**config.mk**
```make
export PLATFORM = sky130hd
export DESIGN_NAME = mem_wb_stage
export DESIGN_NICKNAME = d
export VERILOG_FILES = /design/src/rtl/sad_pipe_pkg.sv /design/src/rtl/load_extender.sv /design/src/rtl/mem_wb_stage.sv
export SDC_FILE = /design/constraint.sdc
export NUM_CORES = 1
export LEC_CHECK = 0
export CAP_MARGIN = 20
export CORE_ASPECT_RATIO = 1.2
export CORE_MARGIN = 5
export CORE_UTILIZATION = 39
export DETAILED_ROUTE_END_ITERATION = 10
export PLACE_DENSITY = 0.88
export SLEW_MARGIN = 25
export SYNTH_ARGS = -nofsm -noshare
export SYNTH_HDL_FRONTEND = slang
export SYNTH_HIERARCHICAL = 1
export SYNTH_SLANG_ARGS = --single-unit
```
**constraint.sdc**
```tcl
create_clock -name clk -period 1.5 [get_ports clk]
set_input_delay 0.3 -clock clk [delete_from_list [all_inputs] [get_ports clk]]
set_output_delay 0.3 -clock clk [all_outputs]
set_load 0.05 [all_outputs]
```
**src/rtl/sad_pipe_pkg.sv**
```systemverilog
// ============================================================================
// Module      : sad_pipe_pkg
// Description : Shared constants and types for the SAD pipelined datapath.
// Revision    : 1.0 - initial release
// ============================================================================
`default_nettype none

package sad_pipe_pkg;

  localparam int DEF_DATA_W = 32;
  localparam int DEF_REG_AW = 5;

  // Load funct3 encodings
  localparam logic [2:0] F3_LB  = 3'b000;
  localparam logic [2:0] F3_LH  = 3'b001;
  localparam logic [2:0] F3_LW  = 3'b010;
  localparam logic [2:0] F3_LBU = 3'b100;
  localparam logic [2:0] F3_LHU = 3'b101;

  typedef struct packed {
    logic                  RegWrite;
    logic                  MemtoReg;
    logic [2:0]            LoadSize;
    logic [DEF_REG_AW-1:0] Rd;
  } wb_ctrl_t;

endpackage

`default_nettype wire

```
**src/rtl/load_extender.sv**
```systemverilog
// ============================================================================
// Module      : load_extender
// Description : Selects a little-endian byte/halfword from a load word and
//               sign- or zero-extends it according to the load funct3.
// Revision    : 1.0 - initial release
// ============================================================================
`default_nettype none

module load_extender
  import sad_pipe_pkg::*;
#(
  parameter int DATA_W = DEF_DATA_W
) (
  input  logic [DATA_W-1:0] data_i,
  input  logic [1:0]        offset_i,
  input  logic [2:0]        size_i,
  output logic [DATA_W-1:0] data_o
);

  logic [7:0]  byte_sel;
  logic [15:0] half_sel;

  always_comb begin
    case (offset_i)
      2'd0:    byte_sel = data_i[7:0];
      2'd1:    byte_sel = data_i[15:8];
      2'd2:    byte_sel = data_i[23:16];
      default: byte_sel = data_i[31:24];
    endcase
    // Halfwords are assumed aligned, so only the upper offset bit matters
    half_sel = offset_i[1] ? data_i[31:16] : data_i[15:0];
  end

  always_comb begin
    case (size_i)
      F3_LB:   data_o = {{(DATA_W-8){byte_sel[7]}}, byte_sel};
      F3_LBU:  data_o = {{(DATA_W-8){1'b0}}, byte_sel};
      F3_LH:   data_o = {{(DATA_W-16){half_sel[15]}}, half_sel};
      F3_LHU:  data_o = {{(DATA_W-16){1'b0}}, half_sel};
      default: data_o = data_i;
    endcase
  end

endmodule

`default_nettype wire

```
**src/rtl/mem_wb_stage.sv**
```systemverilog
// ============================================================================
// Module      : mem_wb_stage
// Description : MEM/WB pipeline register with stall, flush, x0 write
//               suppression and forwarding tap. Define LOAD_EXT_EN to enable
//               byte/halfword load extension; otherwise loads are word-only.
// Revision    : 1.0 - initial release
// ============================================================================
`default_nettype none

module mem_wb_stage
  import sad_pipe_pkg::*;
#(
  parameter int DATA_W = DEF_DATA_W,
  parameter int REG_AW = DEF_REG_AW
) (
  input  logic              clk,
  input  logic              rst_n,
  input  logic              Stall,
  input  logic              Flush,
  input  logic              InValid,
  input  logic [DATA_W-1:0] ReadData,
  input  logic [DATA_W-1:0] AluResult,
  input  logic [REG_AW-1:0] Rd,
  input  logic              RegWrite,
  input  logic              MemtoReg,
  input  logic [2:0]        LoadSize,
  output logic              WbValid,
  output logic              WbRegWrite,
  output logic [REG_AW-1:0] WbRd,
  output logic [DATA_W-1:0] WbData,
  output logic              FwdValid
);

  wb_ctrl_t          ctrl;
  logic [DATA_W-1:0] load_data;

  logic              valid_d,    valid_q;
  logic              regwrite_d, regwrite_q;
  logic [REG_AW-1:0] rd_d,       rd_q;
  logic [DATA_W-1:0] data_d,     data_q;

  always_comb begin
    ctrl          = '0;
    ctrl.RegWrite = RegWrite;
    ctrl.MemtoReg = MemtoReg;
    ctrl.LoadSize = LoadSize;
    ctrl.Rd       = DEF_REG_AW'(Rd);
  end

`ifdef LOAD_EXT_EN
  load_extender #(
    .DATA_W   (DATA_W)
  ) u_load_extender (
    .data_i   (ReadData),
    .offset_i (AluResult[1:0]),
    .size_i   (ctrl.LoadSize),
    .data_o   (load_data)
  );
`else
  logic [2:0] unused_load_size;

  assign load_data        = ReadData;
  assign unused_load_size = ctrl.LoadSize;
`endif

  // Flush outranks stall so a squashed instruction never lingers in WB
  always_comb begin
    valid_d    = valid_q;
    regwrite_d = regwrite_q;
    rd_d       = rd_q;
    data_d     = data_q;
    if (Flush) begin
      valid_d    = 1'b0;
      regwrite_d = 1'b0;
      rd_d       = '0;
      data_d     = '0;
    end else if (!Stall) begin
      valid_d    = InValid;
      regwrite_d = InValid & ctrl.RegWrite & (ctrl.Rd != '0);
      rd_d       = REG_AW'(ctrl.Rd);
      data_d     = ctrl.MemtoReg ? load_data : AluResult;
    end
  end

  always_ff @(posedge clk or negedge rst_n) begin
    if (!rst_n) begin
      valid_q    <= 1'b0;
      regwrite_q <= 1'b0;
      rd_q       <= '0;
      data_q     <= '0;
    end else begin
      valid_q    <= valid_d;
      regwrite_q <= regwrite_d;
      rd_q       <= rd_d;
      data_q     <= data_d;
    end
  end

  assign WbValid    = valid_q;
  assign WbRegWrite = regwrite_q;
  assign WbRd       = rd_q;
  assign WbData     = data_q;
  assign FwdValid   = valid_q & regwrite_q & (rd_q != '0);

endmodule

`default_nettype wire

```
==> flow_summary.json <==
{
  "status": "finished, violations left",
  "violations": "setup timing",
  "gp_congestion": 0.755,
  "worst_pin_slew_ns": 0.476,
  "critPathTopFamily": "flip-flops",
  "path_class": "reg -> out",
  "multi_input_area_sq_um": 1060,
  "synthTopCellsByArea": "dfrtp_1, mux2_4, mux2i_1",
  "synth_nets": 246,
  "finalClockSkew_ns": 0,
  "holdCritPathClass": "in -> reg",
  "dp_hpwl_um": 4810,
  "synth_top_area_share_pct": 45.6,
  "setup_ws_ns": -0.336,
  "clk_pin_slew_ns": 0.07,
  "holdWs_ns": 0.439,
  "cap_violations": 0,
  "clock_sinks": 39,
  "grt_overflow": 0,
  "post_cts_buffers": 0,
  "dpl_cell_area_sq_um": 3780,
  "seq_area_sq_um": 980,
  "die_h_um": 91.2,
  "ys_warn_count": 6,
  "numCtsBuffers": 5,
  "synth_edf_count": 0,
  "diodes": 0,
  "crit_required_ns": 1.20,
  "nNetsFinal": 368,
  "die_w_um": 77.6,
  "cp-start-kind": "flop",
  "setup-violations-final": 1,
  "crit_buf_inv": 1,
  "maxSlewHeadroom_pct": 68.3,
  "critPathArrivalTime_ns": 1.54,
  "max_stage_delay_ns": 0.40,
  "final_max_slew_viol_count": 0,
  "fmax_ghz": 0.545,
  "fillers": 342,
  "first_pass_iters": 4,
  "area_growth_pct": 82.1,
  "synth_area_sq_um": 2140,
  "rows": 29,
  "vias": 1726,
  "fin_util_pct": 73.6,
  "tritoncts": "done",
  "yosysUniqueCellTypes": 16,
  "design_area_sq_um": 3900,
  "die_area_sq_um": 7080,
  "cts_buffer_depth": 2,
  "rrSetupSlack_ns": 0.63,
  "leakage_nw": 1.85,
  "antenna_found_initial": 0,
  "start_util_pct": 40.4,
  "rsz0062_at_grt": "true",
  "ys_async_sr_fraction_pct": 100,
  "synth_ff_type": "dfrtp_1",
  "drtAntennaViolNets": 0,
  "drc": 0,
  "finalNonFillerCells": 352,
  "path_max_fanout": 2,
  "core_sq_um": 5300,
  "power_density_nw_per_um2": 778,
  "globalRouteTotalUtil_pct": 16.7,
  "cpMaxStageDelayCell": "dfrtp_2",
  "grt_pass1_vias": 1939,
  "grt_pass1_wl_um": 9520,
  "min_period_over_period_pct": 122,
  "max-vdd-ir-drop_mv": 0.494,
  "synth.yosys.seq_area_share_pct": 45.6,
  "cp_cell_sequence": "or3_4 -> o311a_4 -> buf_8",
  "hold_viol_final": 0,
  "place_inst": 343,
  "crit_path_end_kind": "output port",
  "synth-seq-cells": 39,
  "clock_latency_ns": 0.28,
  "htree_levels": 2,
  "viasPerCell": 4.90,
  "io_pins": 119,
  "dr.first_iter.drc_count": 73,
  "yosysTopAreaCell": "dfrtp_1",
  "wl_per_cell_um": 16.5,
  "synth_cells": 167,
  "wirelength_um": 5810,
  "period_needed_ns": 1.84,
  "drive_above_1_share_pct": 34.1,
  "grt_start_max_net_pins": 22,
  "root_buffer": "clkbuf_8",
  "numPortBuffers": 115,
  "synth_area_per_cell_sq_um": 12.8
}
==> per-stage QoR <==
stage | setup slack, ns | power (mW) | TNS (ns)
after floorplan | -0.0977 | 1.70 | -0.0977
after global placement | -0.0557 | 2.28 | -0.106
after detailed placement | -0.0623 | 2.30 | -0.0890
after CTS | -0.356 | 3.08 | -0.356
after global routing | -0.377 | 3.17 | -0.377
final | -0.336 | 3.03 | -0.336
==> path summary, 6_finish.rpt <==
check | from | to | cells past startpoint
min | Stall | WbRegWrite | 3
max | WbRd[3] | FwdValid | 3
max in group asynchronous | rst_n | WbRd[1] | 3
max reg2reg | WbRd[1] | WbRd[1] | 3
min in group asynchronous | rst_n | WbData[4] | 2
min reg2reg | WbData[6] | WbData[6] | 2
==> timing repair <==
| action | CTS | global route |
|---|---|---|
| hold buffers | 1 | 0 |
| setup endpoints to repair | 1 | 1 |
| endpoints found under the hold margin | 18 | 0 |
| pin swaps | 1 | 0 |
| resized for setup | 2 | 1 |
==> per-layer routing <==
metal  vias up  share of wire, %  GRT usage, %
met5         -                 0             0
met1       833                36          18.1
li1        818                 -             -
met3        10               7.7          5.64
met2        65                55          30.0
met4         0               1.9          5.30
==> cell usage in the layout (no fill, tap or decap) <==
cell type         n
clkbuf_8          7
buf_4             8
or3_4             1
clkdlybuf4s50_1  72
buf_12           43
clkbuf_1          1
dfrtp_2           3
mux2_4           30
buf_8             1
nor2_1           39
mux2i_1          38
o311a_4           1
dlygate4sd3_1     1
or4_1             1
dfrtp_1          36
nand3b_1          1
mux2_2            2
o41ai_1           1
nand2_1           1
buf_2             3
==> synth_stat cells (2+ instances only) <==
master,n
clkbuf_1,4
nor2_1,39
mux2_2,2
dfrtp_1,39
buf_4,4
mux2_4,30
buf_12,3
mux2i_1,38
==> tightest hold or removal path, cell delays in order <==
cell	delay, ns
buf_2	0.20
nand3b_1	0.12
o41ai_1	0.06
==> kinds of logic (layout without fill, tap and decap cells) <==
logic type	Yosys count	after routing	share of synthesized area (%)
flip-flops	39	39	45.6
AND/OR/NAND/NOR	43	43	8.01
multiplexers	70	70	39.9
AO/OA/AOI/OAI	2	2	0.877
buffers and inverters	13	136	5.67
==> report_power, final <==
part	internal (mW)	switching (mW)	leakage, nW	total, mW
combinational	0.620	0.466	1.28	1.09
sequential	1.12	0.0731	0.514	1.19
clock	0.419	0.335	0.0515	0.755
==> layout make-up <==
type | count | share of cell area [%]
clock buffer | 8 | 2.57
multi-input combinational | 115 | 27.2
sequential | 39 | 25.1
tap | 62 | 1.99
timing repair buffer | 128 | 43.1
==> flip-flops by register name (all words and copies together) (netlist names) <==
signal / cells
WbData: 32
WbRegWrite: 1
WbValid: 1
WbRd: 5
Note: power is estimated with default switching activity, not from simulation.
